<file path="config.mk">
export PLATFORM = sky130hd
export DESIGN_NAME = shift_arbiter
export DESIGN_NICKNAME = d
export VERILOG_FILES = /design/src/rtl/shift_pkg.sv /design/src/rtl/shift_right_arithmetic.sv /design/src/rtl/shift_unit.sv /design/src/rtl/shift_arbiter.sv
export SDC_FILE = /design/constraint.sdc
export NUM_CORES = 1
export LEC_CHECK = 0
export ABC_AREA = 1
export BUFFER_PORTS_ARGS = -buffer_cell sky130_fd_sc_hd__buf_2
export CAP_MARGIN = 20
export CORE_MARGIN = 2
export CORE_UTILIZATION = 35
export CTS_BUF_LIST = sky130_fd_sc_hd__clkbuf_4 sky130_fd_sc_hd__clkbuf_8
export DETAILED_ROUTE_END_ITERATION = 6
export PLACE_DENSITY = 0.57
export SLEW_MARGIN = 40
export SYNTH_ARGS = -nofsm -noshare
export SYNTH_HDL_FRONTEND = slang
export SYNTH_SLANG_ARGS = --single-unit
</file>
<file path="constraint.sdc">
create_clock -name clk_i -period 3.4 [get_ports clk_i]
set_clock_uncertainty 0.2 [all_clocks]
set_input_delay 0.34 -clock clk_i [delete_from_list [all_inputs] [get_ports clk_i]]
set_output_delay 0.34 -clock clk_i [all_outputs]
set_load 0.1 [all_outputs]
</file>
<file path="src/rtl/shift_pkg.sv">
// shift_pkg: shared types and constants for the shift arbiter slice.
//   shift_op_e        - requester opcode (SLL/SRL/SRA/ILLEGAL)
//   shift_arb_state_e - output-register occupancy (EMPTY/FULL)
//   shift_req_t       - operands of the winning requester
//   shift_rsp_t       - shifter result
package shift_pkg;

  localparam int XLEN    = 32;
  localparam int SHAMT_W = 5;

  typedef enum logic [1:0] {
    OP_SLL     = 2'b00,
    OP_SRL     = 2'b01,
    OP_SRA     = 2'b10,
    OP_ILLEGAL = 2'b11
  } shift_op_e;

  typedef enum logic {
    ST_EMPTY = 1'b0,
    ST_FULL  = 1'b1
  } shift_arb_state_e;

  typedef struct packed {
    shift_op_e            op;
    logic [XLEN-1:0]      rs1;
    logic [SHAMT_W-1:0]   shamt;
  } shift_req_t;

  typedef struct packed {
    logic [XLEN-1:0] rd;
    logic            err;
  } shift_rsp_t;

endpackage

</file>
<file path="src/rtl/shift_right_arithmetic.sv">
// shift_right_arithmetic: combinational arithmetic right shift (sign fill).
//   data_i  - value to shift
//   shamt_i - shift amount
//   data_o  - data_i >>> shamt_i
module shift_right_arithmetic #(
  parameter int W  = 32,
  parameter int SW = 5
) (
  input  logic [W-1:0]  data_i,
  input  logic [SW-1:0] shamt_i,
  output logic [W-1:0]  data_o
);

  assign data_o = $unsigned($signed(data_i) >>> shamt_i);

endmodule

</file>
<file path="src/rtl/shift_unit.sv">
// shift_unit: combinational SLL/SRL/SRA selector.
//   req_i - opcode, value and 5-bit shift amount
//   rsp_o - result; illegal opcode yields rd = 0, err = 1
module shift_unit
  import shift_pkg::*;
(
  input  shift_req_t req_i,
  output shift_rsp_t rsp_o
);

  logic [XLEN-1:0] sra_res;

  shift_right_arithmetic #(
    .W  (XLEN),
    .SW (SHAMT_W)
  ) u_sra (
    .data_i  (req_i.rs1),
    .shamt_i (req_i.shamt),
    .data_o  (sra_res)
  );

  always_comb begin
    rsp_o = '0;
    case (req_i.op)
      OP_SLL:  rsp_o.rd = req_i.rs1 << req_i.shamt;
      OP_SRL:  rsp_o.rd = req_i.rs1 >> req_i.shamt;
      OP_SRA:  rsp_o.rd = sra_res;
      default: rsp_o.err = 1'b1;
    endcase
  end

endmodule

</file>
<file path="src/rtl/shift_arbiter.sv">
// shift_arbiter: round-robin arbiter sharing one shift_unit between NUM_REQ
// requesters, with a one-entry registered result stage.
//   clk_i, rst_ni          - clock, async active-low reset
//   req_valid_i/ready_o    - per-requester handshake (ready is the one-hot grant)
//   req_op_i/rs1_i/rs2_i   - per-requester opcode and operands (rs2[4:0] used)
//   rsp_valid_o/ready_i    - result handshake
//   rsp_id_o/rd_o/err_o    - owner index, result, illegal-op flag
// Optional: define SHIFT_ARB_PERF_EN to add perf_grant_cnt_o and
// perf_conflict_cnt_o (32-bit wrapping counters).
module shift_arbiter #(
  parameter int NUM_REQ = 2,
  parameter int XLEN    = 32,
  localparam int ID_W   = $clog2(NUM_REQ)
) (
  input  logic                              clk_i,
  input  logic                              rst_ni,
  input  logic [NUM_REQ-1:0]                req_valid_i,
  output logic [NUM_REQ-1:0]                req_ready_o,
  input  logic [NUM_REQ-1:0][1:0]           req_op_i,
  input  logic [NUM_REQ-1:0][XLEN-1:0]      req_rs1_i,
  input  logic [NUM_REQ-1:0][XLEN-1:0]      req_rs2_i,
  output logic                              rsp_valid_o,
  input  logic                              rsp_ready_i,
  output logic [ID_W-1:0]                   rsp_id_o,
  output logic [XLEN-1:0]                   rsp_rd_o,
  output logic                              rsp_err_o
`ifdef SHIFT_ARB_PERF_EN
  ,
  output logic [31:0]                       perf_grant_cnt_o,
  output logic [31:0]                       perf_conflict_cnt_o
`endif
);

  import shift_pkg::*;

  shift_arb_state_e state_q, state_d;
  logic [ID_W-1:0]  prio_q, prio_d;
  logic [XLEN-1:0]  rd_q, rd_d;
  logic [ID_W-1:0]  id_q, id_d;
  logic             err_q, err_d;

  logic             gnt_ok;
  logic             found;
  logic [ID_W-1:0]  win;
  int               rr_idx;
  shift_req_t       sel_req;
  shift_rsp_t       sel_rsp;

  // A held result blocks new grants unless it is drained this same cycle.
  assign gnt_ok = (state_q == ST_EMPTY) || rsp_ready_i;

  // Round-robin search: first valid requester at or after prio_q.
  always_comb begin
    found  = 1'b0;
    win    = '0;
    rr_idx = 0;
    for (int i = 0; i < NUM_REQ; i++) begin
      rr_idx = int'(prio_q) + i;
      if (rr_idx >= NUM_REQ) rr_idx = rr_idx - NUM_REQ;
      if (!found && req_valid_i[rr_idx]) begin
        found = 1'b1;
        win   = ID_W'(rr_idx);
      end
    end
  end

  always_comb begin
    req_ready_o = '0;
    if (gnt_ok && found) req_ready_o[win] = 1'b1;
  end

  always_comb begin
    sel_req.op    = shift_op_e'(req_op_i[win]);
    sel_req.rs1   = req_rs1_i[win];
    sel_req.shamt = req_rs2_i[win][SHAMT_W-1:0];
  end

  shift_unit u_shift (
    .req_i (sel_req),
    .rsp_o (sel_rsp)
  );

  always_comb begin
    state_d = state_q;
    prio_d  = prio_q;
    rd_d    = rd_q;
    id_d    = id_q;
    err_d   = err_q;
    if (gnt_ok && found) begin
      state_d = ST_FULL;
      prio_d  = (win == ID_W'(NUM_REQ - 1)) ? '0 : win + 1'b1;
      rd_d    = sel_rsp.rd;
      id_d    = win;
      err_d   = sel_rsp.err;
    end else if (state_q == ST_FULL && rsp_ready_i) begin
      state_d = ST_EMPTY;
    end
  end

`ifdef SHIFT_ARB_PERF_EN
  logic [31:0] perf_grant_q, perf_grant_d;
  logic [31:0] perf_conf_q, perf_conf_d;
  int          nvalid;

  always_comb begin
    nvalid = 0;
    for (int i = 0; i < NUM_REQ; i++) nvalid = nvalid + int'(req_valid_i[i]);
    perf_grant_d = perf_grant_q + ((gnt_ok && found) ? 32'd1 : 32'd0);
    // Only one grant can ever be issued, so two valid means a conflict.
    perf_conf_d  = perf_conf_q + ((nvalid >= 2) ? 32'd1 : 32'd0);
  end

  assign perf_grant_cnt_o    = perf_grant_q;
  assign perf_conflict_cnt_o = perf_conf_q;
`endif

  always_ff @(posedge clk_i or negedge rst_ni) begin
    if (!rst_ni) begin
      state_q      <= ST_EMPTY;
      prio_q       <= '0;
      rd_q         <= '0;
      id_q         <= '0;
      err_q        <= 1'b0;
`ifdef SHIFT_ARB_PERF_EN
      perf_grant_q <= '0;
      perf_conf_q  <= '0;
`endif
    end else begin
      state_q      <= state_d;
      prio_q       <= prio_d;
      rd_q         <= rd_d;
      id_q         <= id_d;
      err_q        <= err_d;
`ifdef SHIFT_ARB_PERF_EN
      perf_grant_q <= perf_grant_d;
      perf_conf_q  <= perf_conf_d;
`endif
    end
  end

  assign rsp_valid_o = (state_q == ST_FULL);
  assign rsp_rd_o    = rd_q;
  assign rsp_id_o    = id_q;
  assign rsp_err_o   = err_q;

endmodule

</file>
==> results of run 1 <==
## layout make-up
| class | count | area share (%) |
|---|---|---|
| inverters | 75 | 4.32 |
| multi-input cells | 937 | 64.2 |
| well taps | 216 | 4.09 |
| flip-flops and latches | 36 | 13.6 |
| clock inverters | 1 | 0.114 |
| repair buffers | 140 | 12.2 |
| clock buffers | 7 | 1.36 |
## cell families (layout without fill, tap and decap cells)
group | count (synthesis) | after routing
DFF | 36 | 36
AOI/OAI and AO/OA | 55 | 55
and+or+nand+nor | 882 | 882
buffers and inverters | 139 | 223
## cell usage after synthesis
library cell | number | area share, %
sky130_fd_sc_hd__nand2_4 | 2 | 0.39
sky130_fd_sc_hd__nor2_2 | 5 | 0.54
sky130_fd_sc_hd__nand3_1 | 326 | 28
sky130_fd_sc_hd__o21ai_2 | 5 | 0.76
sky130_fd_sc_hd__nand2_2 | 6 | 0.65
sky130_fd_sc_hd__clkinv_1 | 1 | 0.065
sky130_fd_sc_hd__a21boi_0 | 1 | 0.13
sky130_fd_sc_hd__a21boi_1 | 1 | 0.13
sky130_fd_sc_hd__o21bai_1 | 1 | 0.13
sky130_fd_sc_hd__o21ai_1 | 15 | 1.3
sky130_fd_sc_hd__o22ai_1 | 1 | 0.11
sky130_fd_sc_hd__inv_4 | 1 | 0.11
sky130_fd_sc_hd__inv_1 | 62 | 4.0
sky130_fd_sc_hd__a31oi_1 | 2 | 0.22
sky130_fd_sc_hd__nand3b_1 | 19 | 2.5
sky130_fd_sc_hd__and3_1 | 1 | 0.11
sky130_fd_sc_hd__o21ai_4 | 1 | 0.28
sky130_fd_sc_hd__nand2_1 | 467 | 30
sky130_fd_sc_hd__o211ai_1 | 7 | 0.91
sky130_fd_sc_hd__dfrtp_1 | 36 | 16
sky130_fd_sc_hd__buf_4 | 11 | 1.4
sky130_fd_sc_hd__o21ai_0 | 12 | 1.0
sky130_fd_sc_hd__buf_2 | 31 | 2.7
sky130_fd_sc_hd__clkinv_2 | 1 | 0.087
sky130_fd_sc_hd__a21oi_1 | 9 | 0.78
sky130_fd_sc_hd__buf_6 | 5 | 0.98
sky130_fd_sc_hd__or2_1 | 4 | 0.43
sky130_fd_sc_hd__nor2_4 | 2 | 0.39
sky130_fd_sc_hd__nor3_1 | 2 | 0.17
sky130_fd_sc_hd__nand4_1 | 7 | 0.76
sky130_fd_sc_hd__nand2_8 | 1 | 0.35
sky130_fd_sc_hd__clkbuf_1 | 8 | 0.52
sky130_fd_sc_hd__buf_1 | 9 | 0.59
sky130_fd_sc_hd__nor2_1 | 40 | 2.6
sky130_fd_sc_hd__inv_2 | 10 | 0.65
## per-layer routing
| layer | share of wire (%) | vias up | wire length, um |
|---|---|---|---|
| li1 | - | 3812 | - |
| met1 | 45 | 3399 | 10200 |
| met2 | 44 | 283 | 9940 |
| met3 | 6.5 | 51 | 1460 |
| met4 | 4.1 | 0 | 912 |
| met5 | 0 | - | 0 |
## what timing repair did
item,CTS,global route
hold buffers,1,0
endpoints found under the hold margin,36,0
resized for setup,0,0
## layout by cell type (no fill, tap or decap), types with 2 or more instances in the layout
master / synthesis / layout
sky130_fd_sc_hd__nand2_2: 6 / 6
sky130_fd_sc_hd__inv_2: 10 / 10
sky130_fd_sc_hd__o21ai_1: 15 / 15
sky130_fd_sc_hd__nor2_4: 2 / 2
sky130_fd_sc_hd__o21ai_4: 1 / 2
sky130_fd_sc_hd__inv_1: 62 / 62
sky130_fd_sc_hd__nand3b_1: 19 / 19
sky130_fd_sc_hd__o211ai_1: 7 / 7
sky130_fd_sc_hd__clkbuf_8: 0 / 6
sky130_fd_sc_hd__dfrtp_1: 36 / 36
sky130_fd_sc_hd__o21ai_2: 5 / 4
sky130_fd_sc_hd__buf_12: 0 / 4
sky130_fd_sc_hd__nand2_4: 2 / 2
sky130_fd_sc_hd__a21oi_1: 9 / 9
sky130_fd_sc_hd__nand4_1: 7 / 7
sky130_fd_sc_hd__nand2_1: 467 / 467
sky130_fd_sc_hd__nor3_1: 2 / 2
sky130_fd_sc_hd__nor2_1: 40 / 40
sky130_fd_sc_hd__nand3_1: 326 / 326
sky130_fd_sc_hd__buf_4: 11 / 17
sky130_fd_sc_hd__o21ai_0: 12 / 12
sky130_fd_sc_hd__or2_1: 4 / 4
sky130_fd_sc_hd__a31oi_1: 2 / 2
sky130_fd_sc_hd__nor2_2: 5 / 5
sky130_fd_sc_hd__buf_2: 31 / 118
## stage by stage
step / area [sq um] / total power, mW / utilization, %
5_1_grt: 6600 / 3.64 / 41.2
3_5_place_dp: 6490 / 3.05 / 40.6
4_1_cts: 6600 / 3.39 / 41.2
2_1_floorplan: 5770 / 2.49 / -
6_report: 6600 / 3.39 / 41.2
3_3_place_gp: 6490 / 3.05 / 40.6
## sequential cells by signal, indices dropped and copies added (netlist names)
signal	flops
prio_q	1
rsp_valid_o	1
rsp_err_o	1
rsp_id_o	1
rsp_rd_o	32
## where the power goes
part,switching [mW],internal [mW]
logic,1.92,0.555
clock network,0.154,0.173
registers,0.0545,0.531
total,2.13,1.26
## critical path, cell delays in order (launching register included)
cell and delay [ns]:
sky130_fd_sc_hd__dfrtp_1 0.36, sky130_fd_sc_hd__inv_1 0.10, sky130_fd_sc_hd__nand2_4 0.13, sky130_fd_sc_hd__nand2_8 0.15, sky130_fd_sc_hd__inv_2 0.13, sky130_fd_sc_hd__or2_1 0.27
sky130_fd_sc_hd__o21ai_4 0.23, sky130_fd_sc_hd__inv_4 0.21, sky130_fd_sc_hd__nor2_4 0.49, sky130_fd_sc_hd__nand3_1 0.24, sky130_fd_sc_hd__nand2_1 0.19, sky130_fd_sc_hd__nand2_1 0.07
sky130_fd_sc_hd__nand2_1 0.06, sky130_fd_sc_hd__nand2_1 0.05, sky130_fd_sc_hd__nand2_1 0.06
## worst max-delay path by stage
stage	slack, ns	end	startpoint	cells after the start
CTS	0.41	rsp_rd_o[21]	prio_q	14
detailed placement	0.42	rsp_rd_o[21]	req_valid_i[0]	14
floorplan	0.47	req_ready_o[0]	rsp_valid_o	5
global placement	0.39	rsp_rd_o[21]	req_valid_i[0]	14
global route	0.05	rsp_rd_o[26]	prio_q	14
finish	0.38	rsp_rd_o[21]	prio_q	14
==> metrics, run 1 <==
antenna fix cells=0; reg2reg end=rsp_rd_o[21]; initial antenna violation count=0; clock tree from TritonCTS=done; I/O Buffers=119; total negative setup slack=0 ns; synthesized-area fraction occupied by ao, oa, aoi and oai cells=~5.8%; data required time of the critical path=3.42 ns; routability cong.=roughly 1.0; count of cell types in the netlist=35; x dimension of the die=between 100 and 150 um; multi-input logic area=4240 sq um; status=complete, no violations; maximum number of pins on one net before global-route repair=58; TritonCTS Buffers=5; R2R depth=14; startpoint of the tightest hold check path=rsp_ready_i; Relative slew margins=56.9%; die height=132 um; number of max-capacitance violations reported=0; Avg Inst Size Synth=around 5.2 sq um; peak-usage layer in the global routing report=met2; post-synthesis sequential area ratio=about 16%; via count of the first global-routing pass=roughly 7,000; arithmetic-cell share of the synthesized area counting full adders, half adders and majority gates=0%; violation count after the first detailed-routing iteration=696; FILL cells=between 1,500 and 2,000; setup slack of the critical path after layout=between 0.3 and 0.4 ns; kind of launch point of the worst setup path=flip-flop; number of max-slew violations in the final report=0; Detailed Routing Iterations Pass 1=6; startpoint of the lowest-slack register-to-register path=prio_q; maximum fanout encountered on the critical timing path=20; highest clock rate=around 0.33 GHz; setup repair after global routing missed its margin=false; Area growth, synth to finish=14.3%; combinational family with the most area after synthesis=simple AND/OR/NAND/NOR gates; clock root buffer=sky130_fd_sc_hd__clkbuf_8; Worst setup EP type=flip-flop; post-synthesis instance area=about 5800 sq um; clock transition at the registers of the reported paths=~0.070 ns; number of H-tree levels=2; count of nets after finishing=approximately 1,300; startpoint-to-endpoint class of the critical path=reg -> reg; final standard cell count with taps included and fillers excluded=1,412; register area=approximately 900 sq um; Gate Count Post-Synth=1,112; measured slew at the worst slew-check pin=0.644 ns; global-route usage over all layers=between 20% and 30%; Pwr Density=513 nW/um^2; vias per cell=5.34; Detailed Route WL=between 20 and 25 mm; post-detailed-placement half-perimeter wirelength=between 15 and 20 mm; type of the most critical hold path=in -> reg; number of nets still failing antenna checks after routing=0; Remaining Overflow, GRT=0; number of hold violations in the final report=0; post-place setup slack=0.418 ns; endpoint of the worst hold-timing path=rsp_valid_o; Global Route met2 Usage=41.7%; fraction of final layout cells with drive strength greater than 1=between 10% and 20%; simple-gate area share of the yosys netlist=slightly below 70%; worst-skew pair later-pin latency=approximately 0.28 ns; XOR/XNOR Fraction of Synth Area=0%; Max Buffers Root-to-Sink=2; standard cell core area=roughly 16,000 sq um; vias after detailed routing=between 7,000 and 8,000; number of placed instances, taps included=1,403; Setup Fix Bufs, Post-CTS=0; register-to-register setup slack=0.38 ns; Top Ports=~170; arrival time worst endpoint=3.05 ns; average wire length per cell after detail routing=15.9 um; met1 GRT Util=between 30% and 40%; number of warnings printed during yosys synthesis=0; mux share of post-synthesis cell area=0%; Static Leak=3.79 nW; crit share post-route=89.0%; register bit count reported by yosys=36; wire length of the first global-routing pass=~37 mm; Total Die Area=between 15,000 and 20,000 sq um; final critical-path required period=between 3 and 4 ns; Max rail drop VDD=between 0.4 and 0.5 mV; Global Route met3 Usage=~3.1%; drt drc=0; total setup violations reported at the end of the flow=0; cell depth of the worst min-delay path=4; Sink Count=36; hold_ws=0.153 ns; syn nets=roughly 1,200; starting utilization of the core area=~36%; row count=46
(Power assumes the default switching activity.)
==> inputs of run 2 (changes only) <==
--- a/config.mk
+++ b/config.mk
@@ -8,10 +8,9 @@
 export ABC_AREA = 1
 export BUFFER_PORTS_ARGS = -buffer_cell sky130_fd_sc_hd__buf_2
-export CAP_MARGIN = 20
 export CORE_MARGIN = 2
 export CORE_UTILIZATION = 35
 export CTS_BUF_LIST = sky130_fd_sc_hd__clkbuf_4 sky130_fd_sc_hd__clkbuf_8
 export DETAILED_ROUTE_END_ITERATION = 6
-export PLACE_DENSITY = 0.57
+export PLACE_DENSITY = 0.59
 export SLEW_MARGIN = 40
 export SYNTH_ARGS = -nofsm -noshare
==> constraint.sdc (replaced) <==
create_clock -name clk_i -period 2.6 [get_ports clk_i]
set_clock_uncertainty 0.2 [all_clocks]
set_input_delay 0.52 -clock clk_i [delete_from_list [all_inputs] [get_ports clk_i]]
set_output_delay 0.52 -clock clk_i [all_outputs]
set_load 0.1 [all_outputs]
==> metrics, run 2 (synthesized netlist as in run 1, its figures left out) <==
status=complete, no violations; crit share post-route=a little over nine tenths; highest clock rate=around 0.39 GHz; starting utilization of the core area=~36%; setup repair after global routing missed its margin=true; Most common cell on crit path=sky130_fd_sc_hd__nand2_1; routability cong.=1.01; drt drc=0; Total Die Area=approximately 18,000 sq um; maximum number of pins on one net before global-route repair=52; initial antenna violation count=0; number of H-tree levels=2; FILL cells=about 1,800; startpoint-to-endpoint class of the critical path=reg -> reg; violation count after the first detailed-routing iteration=between 700 and 800; measured slew at the worst slew-check pin=between 0.4 and 0.5 ns; core utilization of the finished layout=between 50% and 60%; Max rail drop VDD=around 0.55 mV; final critical-path required period=about 2.5 ns; I/O Buffers=119; arrival time worst endpoint=~2.6 ns; biggest cell delay along the critical path=approximately 0.37 ns; die height=roughly 130 um; Worst setup EP type=flip-flop; row count=between 40 and 50; setup slack of the critical path after layout=around 0.068 ns; post-detailed-placement half-perimeter wirelength=between 15 and 20 mm; standard cell core area=between 15,000 and 20,000 sq um; number of max-capacitance violations reported=0; post-place setup slack=-0.164 ns; Pwr Density=between 600 and 700 nW/um^2; number of hold violations in the final report=0; vias per cell=5.36; wire length of the first global-routing pass=~37 mm; clock transition at the registers of the reported paths=around 0.070 ns; final standard cell count with taps included and fillers excluded=between 1,500 and 2,000; Remaining Overflow, GRT=0; Static Leak=roughly 4.5 nW; vias after detailed routing=8,192; average wire length per cell after detail routing=around 16 um; global-route usage over all layers=26.4%; maximum fanout encountered on the critical timing path=11; data required time of the critical path=2.62 ns; number of placed instances, taps included=between 1,500 and 2,000; number of max-slew violations in the final report=0; clock tree from TritonCTS=done; via count of the first global-routing pass=around 7,400; count of nets after finishing=roughly 1,400; TritonCTS Buffers=5; antenna fix cells=0; Top Ports=approximately 170; clock root buffer=sky130_fd_sc_hd__clkbuf_8; crit path max-delay cell type=sky130_fd_sc_hd__dfrtp_1; Detailed Route WL=approximately 25 mm; worst-skew pair later-pin latency=around 0.28 ns; hold_ws=~0.27 ns; most frequent standard cell in the layout excluding fill and tap cells=sky130_fd_sc_hd__nand2_1; total power consumption of the routed design=between 5 and 6 mW; Detailed Routing Iterations Pass 1=6; type of the most critical hold path=reg -> reg; fraction of final layout cells with drive strength greater than 1=approximately 28%; x dimension of the die=132 um; Relative slew margins=between 60% and 70%; kind of launch point of the worst setup path=flip-flop; number of nets still failing antenna checks after routing=0; total setup violations reported at the end of the flow=0; list of cells traversed by the critical path=inv_2 -> nand2_8 -> nand2_8 -> buf_6 -> nand2_1 -> o21ai_4 -> buf_12 -> buf_6 -> nand3_1 -> nand2_1 -> nand2_1 -> buf_4 -> nand3_1 -> nand3_1 -> nand2_1 -> nand3_1 -> nand2_1; Sink Count=36; Max Buffers Root-to-Sink=2; most frequent cells in the layout=445 x sky130_fd_sc_hd__nand2_1, 302 x sky130_fd_sc_hd__nand3_1, 116 x sky130_fd_sc_hd__buf_2; Area growth, synth to finish=39.7%; flip-flop count of the largest register after layout=32
==> run 2: cell types whose count changed in the layout (fill, tap and decap cells not counted), sizes merged <==
cell and delta:
buf +111, bufinv +1, clkinv +1, clkinvlp -1, clkbuf +5
==> run 2: final timing paths <==
| kind | from | end | slack [ns] | cells after the start |
|---|---|---|---|---|
| min | rsp_rd_o[22] | rsp_rd_o[22] | 0.27 | 2 |
| max in group asynchronous | rst_ni | rsp_rd_o[21] | 1.35 | 2 |
| min reg2reg | rsp_rd_o[22] | rsp_rd_o[22] | 0.27 | 2 |
| min in group asynchronous | rst_ni | rsp_rd_o[4] | 0.51 | 2 |
| max | prio_q | rsp_rd_o[9] | 0.07 | 17 |
| max reg2reg | prio_q | rsp_rd_o[9] | 0.07 | 17 |
==> run 2: cell type report <==
class                      instances  area (sq um)  area share (%)
multi-input combinational        937          4530            56.1
tap                              216           270            3.35
timing repair buffer             257          1970            24.4
inverter                          75           290            3.60
sequential                        36           901            11.2
clock inverter                     2          35.0           0.434
clock buffer                       6          76.3           0.946
==> run 2: timing repair <==
action | 4_1_cts | 5_1_grt
cloned | 0 | 6
pin swaps | 0 | 18
hold endpoints to repair | 0 | 2
setup buffers | 0 | 4
endpoints found under the setup margin | 1 | 31
hold buffers | 0 | 1
gates resized for setup | 2 | 88
==> run 2: worst max-delay path, delay by kind of cell (launching register included) <==
family / cells / cell delay [ns]
simple gates: 11 / 1.14
buf+inv: 5 / 0.68
flops: 1 / 0.37
compound gates: 1 / 0.08
==> run 2: metal layers <==
metal  vias up  part of all wire (%)  global-route usage (%)
li1       4047                     -                       -
met1      3753                    43                    35.1
met2       337                    47                    45.0
met3        55                   6.6                    2.95
met4         0                   3.2                    7.83
met5         -                     0                       0
==> run 2: through the flow <==
step / TNS, ns / cell area, sq um
floorplan: -0.0799 / 5780
global placement: -3.37 / 7440
detailed placement: -3.53 / 7440
CTS: 0 / 7560
global route: -0.212 / 8070
finish: 0 / 8070
==> run 2: power breakdown <==
part           switching (mW)  internal (mW)  leakage [nW]
clock                   0.195          0.295        0.0586
sequential             0.0757          0.695         0.461
combinational            2.70           1.10          4.01
total                    2.97           2.09          4.53
